## src/rtl/pong_pkg.sv

```systemverilog
// Shared encodings for the pong pixel pipeline: modes, flash FSM states,
// default colour nibbles ({R,G,B}, 4 bits each) and the stage-1 region flags.
package pong_pkg;

    typedef enum logic [1:0] {
        MODE_NORMAL   = 2'b00,
        MODE_HANDICAP = 2'b01,
        MODE_MONO     = 2'b10
    } mode_e;

    typedef enum logic {
        ST_IDLE  = 1'b0,
        ST_FLASH = 1'b1
    } flash_state_e;

    typedef struct packed {
        logic wall;
        logic paddle;
        logic ball;
        logic overlay;
    } region_t;

    // NORMAL palette
    localparam logic [11:0] N_BALL   = 12'hF00;
    localparam logic [11:0] N_PADDLE = 12'h0F0;
    localparam logic [11:0] N_WALL   = 12'h00F;
    localparam logic [11:0] N_BG     = 12'hFFF;

    // HANDICAP palette
    localparam logic [11:0] H_OVL    = 12'hCE0;
    localparam logic [11:0] H_BALL   = 12'h00F;
    localparam logic [11:0] H_PADDLE = 12'h000;
    localparam logic [11:0] H_WALL   = 12'hFFF;
    localparam logic [11:0] H_BG     = 12'h3C0;

    // MONO palette
    localparam logic [11:0] M_OBJ    = 12'hFFF;
    localparam logic [11:0] M_BG     = 12'h000;

endpackage

```

## src/rtl/pong_pixel_pipe_if.sv

```systemverilog
// Video-side bundle for the pixel pipe: raster position, game object
// positions and control pulses in; coloured pixel and status out.
interface pong_pixel_pipe_if #(
    parameter int CW = 4
);
    logic [9:0]      pixel_x;
    logic [9:0]      pixel_y;
    logic            video_on;
    logic            frame_start;
    logic [1:0]      mode_req;
    logic            hit;
    logic [9:0]      paddle_y;
    logic [9:0]      ball_x;
    logic [9:0]      ball_y;
    logic [3*CW-1:0] rgb;
    logic            rgb_valid;
    logic [1:0]      mode_active;
    logic            flashing;

    modport master (
        output pixel_x, pixel_y, video_on, frame_start, mode_req, hit,
               paddle_y, ball_x, ball_y,
        input  rgb, rgb_valid, mode_active, flashing
    );

    modport slave (
        input  pixel_x, pixel_y, video_on, frame_start, mode_req, hit,
               paddle_y, ball_x, ball_y,
        output rgb, rgb_valid, mode_active, flashing
    );
endinterface

```

## src/rtl/pong_flash_ctrl.sv

```systemverilog
// Paddle flash controller: a hit starts (or restarts) a flash lasting
// FLASH_FRAMES frames. A hit coinciding with frame_start reloads without
// decrementing. FLASH_FRAMES=0 disables flashing entirely.
module pong_flash_ctrl
    import pong_pkg::*;
#(
    parameter int FLASH_FRAMES = 8
) (
    input  logic clk,
    input  logic reset,
    input  logic hit,
    input  logic frame_start,
    output logic flashing
);
    localparam int CNT_W = (FLASH_FRAMES > 1) ? $clog2(FLASH_FRAMES + 1) : 1;
    localparam logic [CNT_W-1:0] LOAD = CNT_W'(FLASH_FRAMES);

    flash_state_e     state, state_nxt;
    logic [CNT_W-1:0] flash_cnt, cnt_nxt;

    // State and frame counter registers
    always_ff @(posedge clk or negedge reset) begin
        if (!reset) begin
            state     <= ST_IDLE;
            flash_cnt <= '0;
        end else begin
            state     <= state_nxt;
            flash_cnt <= cnt_nxt;
        end
    end

    // Next state: hit (re)loads, frame_start counts down to IDLE
    always_comb begin
        state_nxt = state;
        cnt_nxt   = flash_cnt;
        case (state)
            ST_IDLE: begin
                if (hit && FLASH_FRAMES != 0) begin
                    state_nxt = ST_FLASH;
                    cnt_nxt   = LOAD;
                end
            end
            ST_FLASH: begin
                if (hit) begin
                    cnt_nxt = LOAD;
                end else if (frame_start) begin
                    if (flash_cnt <= CNT_W'(1)) begin
                        cnt_nxt   = '0;
                        state_nxt = ST_IDLE;
                    end else begin
                        cnt_nxt = flash_cnt - CNT_W'(1);
                    end
                end
            end
            default: begin
                state_nxt = ST_IDLE;
                cnt_nxt   = '0;
            end
        endcase
    end

    assign flashing = (state == ST_FLASH);

endmodule

```

## src/rtl/pong_pixel_pipe.sv

```systemverilog
// Two-stage pong pixel colouriser. Stage 1 registers the object hit flags
// and video_on; stage 2 applies the per-mode palette and paddle flash.
module pong_pixel_pipe
    import pong_pkg::*;
#(
    parameter int CW           = 4,
    parameter int PADDLE_H     = 72,
    parameter int BALL_W       = 8,
    parameter int BALL_H       = 8,
    parameter int WALL_X0      = 32,
    parameter int WALL_X1      = 35,
    parameter int PAD_X0       = 600,
    parameter int PAD_X1       = 603,
    parameter int HC_X0        = 100,
    parameter int HC_X1        = 400,
    parameter int FLASH_FRAMES = 8
) (
    input logic              clk,
    input logic              reset,
    pong_pixel_pipe_if.slave bus
);
    localparam int STAGES = 2;

    // Replicate each 4-bit nibble MSB-first across CW bits, per channel
    function automatic logic [3*CW-1:0] expand(input logic [11:0] c);
        logic [3*CW-1:0] r;
        r = '0;
        for (int ch = 0; ch < 3; ch++)
            for (int i = 0; i < CW; i++)
                r[ch*CW + CW-1-i] = c[ch*4 + 3 - (i % 4)];
        return r;
    endfunction

    logic [10:0]     px, py, ball_r, ball_b, pad_b;
    region_t         reg_d, s1;
    logic [STAGES:1] vld_pipe;
    mode_e           mode_q;
    logic            flashing;
    logic [11:0]     nib;
    logic            pad_win;
    logic [3*CW-1:0] col_d, rgb_q;

    // 11-bit bounds so object extents near column/row 1023 cannot wrap
    assign px     = {1'b0, bus.pixel_x};
    assign py     = {1'b0, bus.pixel_y};
    assign ball_r = {1'b0, bus.ball_x}   + 11'(BALL_W);
    assign ball_b = {1'b0, bus.ball_y}   + 11'(BALL_H);
    assign pad_b  = {1'b0, bus.paddle_y} + 11'(PADDLE_H);

    // Region compare, all bounds inclusive
    always_comb begin
        reg_d.wall    = (px >= 11'(WALL_X0)) && (px <= 11'(WALL_X1));
        reg_d.paddle  = (px >= 11'(PAD_X0)) && (px <= 11'(PAD_X1)) &&
                        (py >= {1'b0, bus.paddle_y}) && (py <= pad_b);
        reg_d.ball    = (px >= {1'b0, bus.ball_x}) && (px <= ball_r) &&
                        (py >= {1'b0, bus.ball_y}) && (py <= ball_b);
        reg_d.overlay = (px >= 11'(HC_X0)) && (px <= 11'(HC_X1));
    end

    // Stage 1: region flags and video_on
    always_ff @(posedge clk or negedge reset) begin
        if (!reset) begin
            s1       <= '0;
            vld_pipe <= '0;
        end else begin
            s1       <= reg_d;
            vld_pipe <= {vld_pipe[STAGES-1:1], bus.video_on};
        end
    end

    // Mode only changes at a frame boundary; the reserved code is ignored
    always_ff @(posedge clk or negedge reset) begin
        if (!reset)
            mode_q <= MODE_NORMAL;
        else if (bus.frame_start && bus.mode_req != 2'b11)
            mode_q <= mode_e'(bus.mode_req);
    end

    pong_flash_ctrl #(.FLASH_FRAMES(FLASH_FRAMES)) u_flash (
        .clk         (clk),
        .reset       (reset),
        .hit         (bus.hit),
        .frame_start (bus.frame_start),
        .flashing    (flashing)
    );

    // Palette select by priority; pad_win marks paddle as the visible object
    always_comb begin
        nib     = N_BG;
        pad_win = 1'b0;
        case (mode_q)
            MODE_HANDICAP: begin
                if      (s1.overlay) nib = H_OVL;
                else if (s1.ball)    nib = H_BALL;
                else if (s1.paddle)  begin nib = H_PADDLE; pad_win = 1'b1; end
                else if (s1.wall)    nib = H_WALL;
                else                 nib = H_BG;
            end
            MODE_MONO: begin
                nib     = (s1.ball || s1.paddle || s1.wall) ? M_OBJ : M_BG;
                pad_win = s1.paddle && !s1.ball;
            end
            default: begin
                if      (s1.ball)   nib = N_BALL;
                else if (s1.paddle) begin nib = N_PADDLE; pad_win = 1'b1; end
                else if (s1.wall)   nib = N_WALL;
                else                nib = N_BG;
            end
        endcase
        col_d = expand(nib);
        if (pad_win && flashing) col_d = ~col_d;
        if (!vld_pipe[1])        col_d = '0;
    end

    // Stage 2: final colour
    always_ff @(posedge clk or negedge reset) begin
        if (!reset) rgb_q <= '0;
        else        rgb_q <= col_d;
    end

    assign bus.rgb         = rgb_q;
    assign bus.rgb_valid   = vld_pipe[STAGES];
    assign bus.mode_active = mode_q;
    assign bus.flashing    = flashing;

endmodule

```

## src/flat_wrapper.sv

```systemverilog
// flat-port wrapper written by rule: the top's interface ports become plain ports
module pong_pixel_pipe_flat import pong_pkg::*;
#(
    parameter int CW           = 4,
    parameter int PADDLE_H     = 72,
    parameter int BALL_W       = 8,
    parameter int BALL_H       = 8,
    parameter int WALL_X0      = 32,
    parameter int WALL_X1      = 35,
    parameter int PAD_X0       = 600,
    parameter int PAD_X1       = 603,
    parameter int HC_X0        = 100,
    parameter int HC_X1        = 400,
    parameter int FLASH_FRAMES = 8
)
  (clk, reset, bus_pixel_x, bus_pixel_y, bus_video_on, bus_frame_start, bus_mode_req, bus_hit, bus_paddle_y, bus_ball_x, bus_ball_y, bus_rgb, bus_rgb_valid, bus_mode_active, bus_flashing);
  pong_pixel_pipe_if #(.CW(CW)) bus_i ();
  input logic clk;
  input logic reset;
  input wire logic [$bits(bus_i.pixel_x)-1:0] bus_pixel_x;
  input wire logic [$bits(bus_i.pixel_y)-1:0] bus_pixel_y;
  input wire logic [$bits(bus_i.video_on)-1:0] bus_video_on;
  input wire logic [$bits(bus_i.frame_start)-1:0] bus_frame_start;
  input wire logic [$bits(bus_i.mode_req)-1:0] bus_mode_req;
  input wire logic [$bits(bus_i.hit)-1:0] bus_hit;
  input wire logic [$bits(bus_i.paddle_y)-1:0] bus_paddle_y;
  input wire logic [$bits(bus_i.ball_x)-1:0] bus_ball_x;
  input wire logic [$bits(bus_i.ball_y)-1:0] bus_ball_y;
  output wire logic [$bits(bus_i.rgb)-1:0] bus_rgb;
  output wire logic [$bits(bus_i.rgb_valid)-1:0] bus_rgb_valid;
  output wire logic [$bits(bus_i.mode_active)-1:0] bus_mode_active;
  output wire logic [$bits(bus_i.flashing)-1:0] bus_flashing;
  assign bus_i.pixel_x = bus_pixel_x;
  assign bus_i.pixel_y = bus_pixel_y;
  assign bus_i.video_on = bus_video_on;
  assign bus_i.frame_start = bus_frame_start;
  assign bus_i.mode_req = bus_mode_req;
  assign bus_i.hit = bus_hit;
  assign bus_i.paddle_y = bus_paddle_y;
  assign bus_i.ball_x = bus_ball_x;
  assign bus_i.ball_y = bus_ball_y;
  assign bus_rgb = bus_i.rgb;
  assign bus_rgb_valid = bus_i.rgb_valid;
  assign bus_mode_active = bus_i.mode_active;
  assign bus_flashing = bus_i.flashing;
  pong_pixel_pipe #(.CW(CW), .PADDLE_H(PADDLE_H), .BALL_W(BALL_W), .BALL_H(BALL_H), .WALL_X0(WALL_X0), .WALL_X1(WALL_X1), .PAD_X0(PAD_X0), .PAD_X1(PAD_X1), .HC_X0(HC_X0), .HC_X1(HC_X1), .FLASH_FRAMES(FLASH_FRAMES)) u_core (.clk(clk), .reset(reset), .bus(bus_i));
endmodule
```

## config.mk

```make
export PLATFORM = sky130hd
export DESIGN_NAME = pong_pixel_pipe_flat
export DESIGN_NICKNAME = d
export VERILOG_FILES = /design/src/rtl/pong_pkg.sv /design/src/rtl/pong_pixel_pipe_if.sv /design/src/rtl/pong_flash_ctrl.sv /design/src/rtl/pong_pixel_pipe.sv /design/src/flat_wrapper.sv
export SDC_FILE = /design/constraint.sdc
export NUM_CORES = 1
export LEC_CHECK = 0
export ABC_CLOCK_PERIOD_IN_PS = 2000
export BUFFER_PORTS_ARGS = -buffer_cell sky130_fd_sc_hd__buf_2
export CORE_ASPECT_RATIO = 1.25
export CORE_UTILIZATION = 35
export DETAILED_ROUTE_END_ITERATION = 7
export GPL_TIMING_DRIVEN = 0
export PLACE_DENSITY = 0.61
export SLEW_MARGIN = 0
export SYNTH_ARGS = -nofsm -noshare
export SYNTH_HDL_FRONTEND = slang
export SYNTH_SLANG_ARGS = --single-unit
export TNS_END_PERCENT = 20
```

## constraint.sdc

```tcl
create_clock -name clk -period 2 [get_ports clk]
set_input_delay 0.2 -clock clk [delete_from_list [all_inputs] [get_ports clk]]
set_output_delay 0.2 -clock clk [all_outputs]
set_load 0.1 [all_outputs]
```

# == Yosys cells after proc, flatten, opt, wreduce, memory -nomap -nowiden ==
# Index checks and enable logic that the tools add are counted.
# W data, S select, Z words.
# totals
inputBits,57
word_cells,73
out_inout_bits,16
regBits,25
# op_classes
magnitude_cmp,13
mux,25
bitwise,2
eq_ne,5
add_sub_neg,4
reduce_logical,15
# op_table
cell,count
$mux W12,10
$le A10 B11 Y1,3
$ge A10 B10 Y1,3
$pmux W12 S2,1
$add A10 B4 Y11 const B,2
$mux W4,4
$not A12 Y12,1
$add A10 B7 Y11 const B,1
$logic_and A1 B1 Y1,11
$ge A10 B10 Y1 const B,1
$ge A10 B6 Y1 const B,1
$ge A10 B7 Y1 const B,1
$le A10 B10 Y1 const B,1
$le A10 B6 Y1 const B,1
$le A10 B9 Y1 const B,1
$pmux W4 S2,1
$mux W1,7
$le A4 B1 Y1 const B,1
$ne A2 B2 Y1 const B,2
$pmux W1 S2,2
$sub A4 B1 Y4 const B,1
$ne A3 B3 Y1 const B,1
$eq A2 B1 Y1 const B,1
$eq A2 B2 Y1 const B,1
other kinds (4),5

# == Depth between registers and ports, before layout ==
# Gate-level depths: netlist (run 1).
# depth
depth_word,8
depth_mapped,11
depth_no_buf,11

# == By module ==
# A second synthesis (run 1) with hierarchy kept.
# unflattened
cells_unflattened,319
area_unflattened_um2,2662.6
# modules_own_cells
module,n_inst,seq_area_each_um2,area_per_inst_um2,cells_per_inst
pong_pixel_pipe,1,350.3,2387.3,290
pong_flash_ctrl,1,125.1,275.3,29

# == Least setup slack after synthesis (run 1) ==
# Ideal clock, no wire load.
# synth_timing
kind,reg-to-reg
from,"register u_core.mode_q[0], in the netlist u_core.bus.mode_active[0]"
to,"register u_core.rgb_q[3], in the netlist u_core.bus.rgb[3]"
path_buffers,1
arrival_ns,2.303
path_stages_with_launch,7
setup_time_ns,0.126
period_less_slack_ns,2.429
required_ns,1.874
slack_ns,-0.429
cell_sequence,dfrtp_1 > inv_1 > ha_1 > clkbuf_1 > nor3_1 > nor3_4 > o311a_1
# synth_between
elab_chain_len,5
word_cells_on_any_way,8
cone_classes,eq/ne: 2; mux: 4; bitwise: 1; reduce/logical: 1
# synth_rtl
element,line,rtl
"start, declared",pong_pixel_pipe.sv:37,mode_e mode_q;
"start signal, assigned",pong_pixel_pipe.sv:76,mode_q <= mode_e'(bus.mode_req);
$eq A2 B2 Y1 / $eq A2 B1 Y1 (equally long branches),pong_pixel_pipe.sv:91,case (mode_q)
$pmux W1 S2 / $pmux W12 S2 (equally long branches),pong_pixel_pipe.sv:91,
$logic_and A1 B1 Y1 / $not A12 Y12 (equally long branches),pong_pixel_pipe.sv:111,if (pad_win && flashing) col_d = ~col_d;
$mux W12 *,pong_pixel_pipe.sv:111,
$mux W12 *,pong_pixel_pipe.sv:112,if (!vld_pipe[1]) col_d = '0;
"end signal, assigned",pong_pixel_pipe.sv:118,else rgb_q <= col_d;
"end, declared",pong_pixel_pipe.sv:41,"logic [3*CW-1:0] col_d, rgb_q;"
# Mark *: on every way between the ends. The rest lies on a longest branch, timed or not.
# A chain may end at the register's enable or synchronous reset.

==> impl_metrics.tcl, run 1 <==
set metrics [dict create \
    cts_made_buffers 3 \
    fp.dieH_um 98.7 \
    ios 73 \
    syn-cell-area_mm2 0.00262 \
    power.density_mw_per_mm2 566 \
    ir_drop_mv 0.603 \
    slew_viol_final 0 \
    n_antenna_cell 0 \
    hold_viol_final 0 \
    avgSynthCellArea_um2 8.07 \
    worst-path-buf-inv 1 \
    overflow 0 \
    worstMarginPinSlew_ns 0.478 \
    p_leak_nw 1.65 \
    wl_per_cell_um 12.5 \
    clk_latency_ns 0.25 \
    worstSetupPathType "input port to register" \
    min_period_ns 1.95 \
    slew_headroom 0.673 \
    final_antenna_net_count 0 \
    grt_setup_unrepaired "yes" \
    crit_arrival_ns 2.12 \
    routed_wl_um 6180 \
    path_max_fanout 6 \
    vias 2541 \
    worstHoldPathType "input port to register" \
    clock-sinks 19 \
    cap_violations 0 \
    dpl.hpwl_um 5070 \
    first_iter_violations 62 \
    max_freq_mhz 512 \
    grt_pass1_wl_um 10200 \
    critPathTopFamily "simple AND/OR/NAND/NOR gates" \
    n_fill_cell 716 \
    layout-drive-gt1-share 0.277 \
    yosysWarnings 0 \
    slowest_delay_ns 0.40 \
    antenna_found_initial 0 \
    start_util 0.368 \
    status "completed" \
    seq_area_frac_synth 0.182 \
    endpoint_kind "register" \
    setup_tns_ns 0 \
    place.gp.congestion 0.864 \
    p_total_mw 1.85 \
    grt_max_degree 20 \
    ys_ff_latch 19 \
    io_buffers 72 \
    htree_levels 1 \
    startpoint_type "input port" \
    clk_path_buf_depth 2 \
    clk_pin_slew_ns 0.07 \
    synth-edff-count 0 \
    final_common_cell "buf_2" \
    core_area_mm2 0.00710 \
    crit_slowest_cell "or4_1" \
    final_cell_mix "buf_2, ha_1, inv_1, a21oi_1, nor2_1" \
    worstPathRequired_ns 2.17 \
    rows 34 \
    setup_viol 0 \
    synth_cells 324 \
    via_per_inst 5.14 \
    syn_nets 439 \
    crit_chain "buf_4 -> ha_4 -> nand3_1 -> xnor2_1 -> ha_1 -> nand3_1 -> or4_1 -> a31o_1 -> o21ai_2 -> o211ai_1 -> nor3_2" \
    syn2layout_area_growth_pct 24.9 \
    drc 0 \
    fin_skew_ns 0.000762 \
    synth_flop_cell "dfrtp_1" \
    cts_tree "built" \
    grt_pass1_vias 2435 \
    die_area_mm2 0.00783 \
    async_reset_ff_frac 1.00 \
    multi_input_area_mm2 0.00201 \
    groute.usage.overall 0.158 \
    die_x_um 79.3 \
    period_share 0.977 \
    clockRootBuffer "clkbuf_8" \
    nNetsFinal 520 \
    dr.pass1.iters 4 \
    seq_area_um2 484 \
    synth.distinct_cells 53 \
    critical_path.most_common_cell "nand3_1" \
]
[cell usage after synthesis, types with 2 or more instances]
library cell / number / share of area
ha_1: 58 / 0.28
inv_1: 39 / 0.056
a21oi_1: 24 / 0.046
nor2_1: 22 / 0.032
dfrtp_1: 19 / 0.18
nor3_1: 16 / 0.031
xnor2_1: 16 / 0.054
nand2_1: 14 / 0.020
nand3_1: 11 / 0.021
o21ai_0: 10 / 0.019
nor2b_1: 8 / 0.019
o21ai_1: 8 / 0.015
buf_4: 6 / 0.017
nand4_1: 6 / 0.014
a21o_1: 5 / 0.014
o211ai_1: 5 / 0.014
and3_1: 4 / 0.0096
inv_2: 4 / 0.0057
nand2b_1: 4 / 0.0096
a2111oi_0: 3 / 0.010
a211oi_1: 3 / 0.0086
a311oi_1: 3 / 0.010
a21boi_1: 2 / 0.0057
nand4b_1: 2 / 0.0067
nor3b_1: 2 / 0.0057
o21ai_2: 2 / 0.0067
or4_1: 2 / 0.0057
[power by group]
part           switching (mW)  internal [mW]
logic                   0.753          0.368
registers              0.0327          0.431
clock network           0.126          0.138
total                   0.912          0.937
[cell families after synthesis]
kind of cell,count (synthesis),share of synthesized area
buf+inv,52,0.0837
mux,1,0.00383
flops,19,0.182
xor+xnor,17,0.0569
simple gates,100,0.205
fa+ha+maj,58,0.277
compound gates,77,0.191
[registers in the layout, indices dropped and copies added (netlist names)]
register                  cells
u_core.bus.mode_active        2
u_core.bus.rgb                6
u_core.s1                     4
u_core.u_flash.flash_cnt      4
u_core.u_flash.flashing       1
u_core.vld_pipe               2
[worst reg2reg max path, delay by kind of cell (launching register included)]
family / cells / cell delay [ns]
AND/OR/NAND/NOR: 2 / 0.38
adder cells (fa/ha/maj): 1 / 0.40
AO/OA/AOI/OAI: 3 / 0.48
flip-flops: 1 / 0.50
[per-stage QoR]
step | cells | setup slack (ns) | area [um^2] | hold slack [ns] | utilization
finish | 494 | 0.0460 | 3270 | 0.0536 | 0.460
global route | 494 | -0.0685 | 3270 | 0.0497 | 0.460
CTS | 494 | 0.0107 | 3240 | 0.0566 | 0.456
detailed placement | 486 | -0.479 | 3100 | 0.166 | 0.437
global placement | 486 | -0.414 | 3100 | 0.159 | 0.437
floorplan | 324 | -0.0497 | 2630 | -0.0956 | -
[path summary, 6_finish.rpt]
| kind | endpoint | cells after the start | startpoint | slack, ns |
|---|---|---|---|---|
| hold / removal | u_core.vld_pipe[1] | 1 | bus_video_on | 0.05 |
| setup / recovery | u_core.s1[1] | 11 | bus_ball_x[3] | 0.05 |
| setup reg to reg | u_core.bus.rgb[3] | 6 | u_core.bus.mode_active[1] | 0.14 |
| max in group asynchronous | u_core.bus.mode_active[1] | 2 | reset | 1.27 |
| hold reg to reg | u_core.vld_pipe[2] | 0 | u_core.vld_pipe[1] | 0.43 |
| min in group asynchronous | u_core.bus.rgb[4] | 2 | reset | 0.41 |
[final cells by class]
type / count / share of cell area
tap: 90 / 0.0345
timing repair buffer: 76 / 0.123
sequential: 19 / 0.148
multi-input combinational: 254 / 0.615
clock buffer: 3 / 0.0126
inverter: 44 / 0.0506
buffer: 7 / 0.0153
clock inverter: 1 / 0.00153
[metal layers]
metal | track usage | share of wire | up-vias
met5 | 0 | 0 | -
met1 | 0.191 | 0.44 | 1150
met2 | 0.302 | 0.53 | 59
li1 | - | - | 1328
met4 | 0.0364 | 0.0049 | 0
met3 | 0.00648 | 0.026 | 4
[repair_timing]
action	CTS	global route
cloned	0	1
endpoints found under the setup margin	1	8
setup buffers	3	0
endpoints found under the hold margin	19	0
hold buffers	1	0
gates resized for setup	12	5
pin swaps	9	4
Note: power is estimated with default switching activity, not from simulation.
==> run 2, diff against run 1 <==
--- a/config.mk
+++ b/config.mk
@@ -8,10 +8,10 @@
 export ABC_CLOCK_PERIOD_IN_PS = 2000
 export BUFFER_PORTS_ARGS = -buffer_cell sky130_fd_sc_hd__buf_2
 export CORE_ASPECT_RATIO = 1.25
-export CORE_UTILIZATION = 35
+export CORE_UTILIZATION = 54
 export DETAILED_ROUTE_END_ITERATION = 7
 export GPL_TIMING_DRIVEN = 0
-export PLACE_DENSITY = 0.61
+export PLACE_DENSITY = 0.86
 export SLEW_MARGIN = 0
 export SYNTH_ARGS = -nofsm -noshare
 export SYNTH_HDL_FRONTEND = slang
==> run 2 against run 1 <==
  * Clock power is essentially flat
  * Largest power group unchanged
  * Final area grew 0.96%
  * Sequential share of layout area shrank 0.14 points
  * Clock skew grew 0.0014 ns
  * Routed wire length grew 5.4%
  * Sequential power is essentially flat
  * Die area shrank 34%
  * Critical path depth grew 2
  * Non-clock buffer count grew 4
==> impl_metrics.tcl, run 2 (same netlist as run 1, synthesis figures left out) <==
set metrics [dict create \
    final_common_cell "buf_2" \
    fin_skew_ns 0.00219 \
    worstPathRequired_ns 2.17 \
    hold_viol_final 0 \
    dpl.hpwl_um 5140 \
    die_area_mm2 0.00513 \
    nNetsFinal 524 \
    htree_levels 1 \
    crit_arrival_ns 2.08 \
    cap_violations 0 \
    grt_pass1_vias 2657 \
    worstMarginPinSlew_ns 0.483 \
    fp.dieH_um 79.8 \
    first_iter_violations 153 \
    slew_headroom 0.669 \
    crit_chain "buf_2 -> and3_4 -> nand3_4 -> xnor2_2 -> ha_1 -> buf_4 -> buf_4 -> a21oi_2 -> nand2_1 -> a31o_1 -> o21ai_2 -> o211ai_1 -> nor3_1" \
    wl_per_cell_um 14.0 \
    finish.instance_area_mm2 0.00330 \
    cts_tree "built" \
    via_per_inst 5.85 \
    overflow 0 \
    slowest_delay_ns 0.32 \
    die_x_um 64.3 \
    dr.pass1.iters 4 \
    worstSetupPathType "input port to register" \
    groute.usage.overall 0.260 \
    slew_viol_final 0 \
    grt_max_degree 20 \
    seq_power_share 0.245 \
    p_comb_frac 0.616 \
    critPathTopFamily "simple AND/OR/NAND/NOR gates" \
    clockRootBuffer "clkbuf_8" \
    worst-path-buf-inv 3 \
    crit_slowest_cell "ha_1" \
    io_buffers 72 \
    clk_latency_ns 0.25 \
    ir_drop_mv 0.286 \
    path_max_fanout 3 \
    core_area_mm2 0.00453 \
    power.switching_mw 0.934 \
    power.density_mw_per_mm2 575 \
    ios 73 \
    max_freq_mhz 524 \
    critical_path.most_common_cell "buf_4" \
    n_antenna_cell 0 \
    rows 27 \
    status "completed" \
    syn2layout_area_growth_pct 26.1 \
    swShare 0.493 \
    layout-drive-gt1-share 0.292 \
    clock-sinks 19 \
    antenna_found_initial 0 \
    period_share 0.955 \
    largest_reg_flops 6 \
    start_util 0.578 \
    endpoint_kind "register" \
    clk_pin_slew_ns 0.07 \
    final_cell_mix "buf_2, ha_1, inv_1, a21oi_1, nor2_1" \
    clk_path_buf_depth 2 \
    p_leak_nw 1.68 \
    min_period_ns 1.91 \
    p_total_mw 1.90 \
    pwr-share-clk 0.140 \
    grt_setup_unrepaired "yes" \
    dpl_cell_area_mm2 0.00306 \
    setup_viol 0 \
    routed_wl_um 6510 \
    place.gp.congestion 0.846 \
    cts_made_buffers 3 \
    startpoint_type "input port" \
    final_antenna_net_count 0 \
    vias 2724 \
    grt_pass1_wl_um 10800 \
    p_int_mw 0.961 \
    worstHoldPathType "input port to register" \
    drc 0 \
]
## run 2: cell type report
class	count	area (um^2)
multi-input cells	254	2040
fillers	377	1230
flip-flops and latches	19	484
repair buffers	80	438
inverters	44	165
well taps	58	72.6
plain buffers	7	50.0
clock buffers	4	45.0
## run 2: layer usage
metal / wire (um) / vias to the layer above / global-route usage
met5: 0 / - / 0
met4: 187 / 0 / 0.0822
met3: 324 / 26 / 0.0257
met2: 3510 / 124 / 0.526
met1: 2490 / 1239 / 0.274
li1: - / 1335 / -
## run 2: worst reg2reg max path, cell delays in order, from the launching register on
cell	delay, ns
dfrtp_4	0.49
inv_1	0.06
ha_1	0.19
nor2b_1	0.29
nand2_1	0.14
o31ai_1	0.26
a21oi_1	0.11
a211oi_1	0.21
## run 2: final timing paths
check,slack [ns],depth (start not counted),from,to
hold reg to reg,0.44,0,u_core.vld_pipe[1],u_core.vld_pipe[2]
max in group asynchronous,1.26,2,reset,u_core.bus.mode_active[1]
hold / removal,0.05,1,bus_video_on,u_core.vld_pipe[1]
setup reg to reg,0.16,7,u_core.bus.mode_active[1],u_core.bus.rgb[4]
min in group asynchronous,0.42,2,reset,u_core.vld_pipe[1]
setup / recovery,0.09,13,bus_ball_x[6],u_core.s1[1]
## run 2: timing repair
action	4_1_cts	5_1_grt
gates resized for setup	9	15
hold buffers	1	0
gates cloned	0	1
hold endpoints to repair	19	0
pin swaps	9	15
endpoints found under the setup margin	3	7
setup buffers	3	4
## run 2: power by group through the flow
stage / Sequential, mW / Combinational [mW] / Clock [mW]
final: 0.464 / 1.17 / 0.264
after global placement: 0.467 / 1.05 / 0
after CTS: 0.464 / 1.11 / 0.263
after global routing: 0.469 / 1.26 / 0.285
after detailed placement: 0.470 / 1.08 / 0
after floorplan: 0.670 / 0.637 / 0
## run 2: per-stage QoR
stage           util  hold slack [ns]  setup TNS, ns  instances  worst slack [ns]
2_1_floorplan      -          -0.0956        -0.0909        324           -0.0497
3_3_place_gp   0.677            0.148         -0.490        454            -0.339
3_5_place_dp   0.677            0.156         -0.538        454            -0.366
4_1_cts        0.704           0.0566              0        462            0.0282
5_1_grt        0.729           0.0536        -0.0320        466           -0.0299
6_report       0.729           0.0538              0        466            0.0904
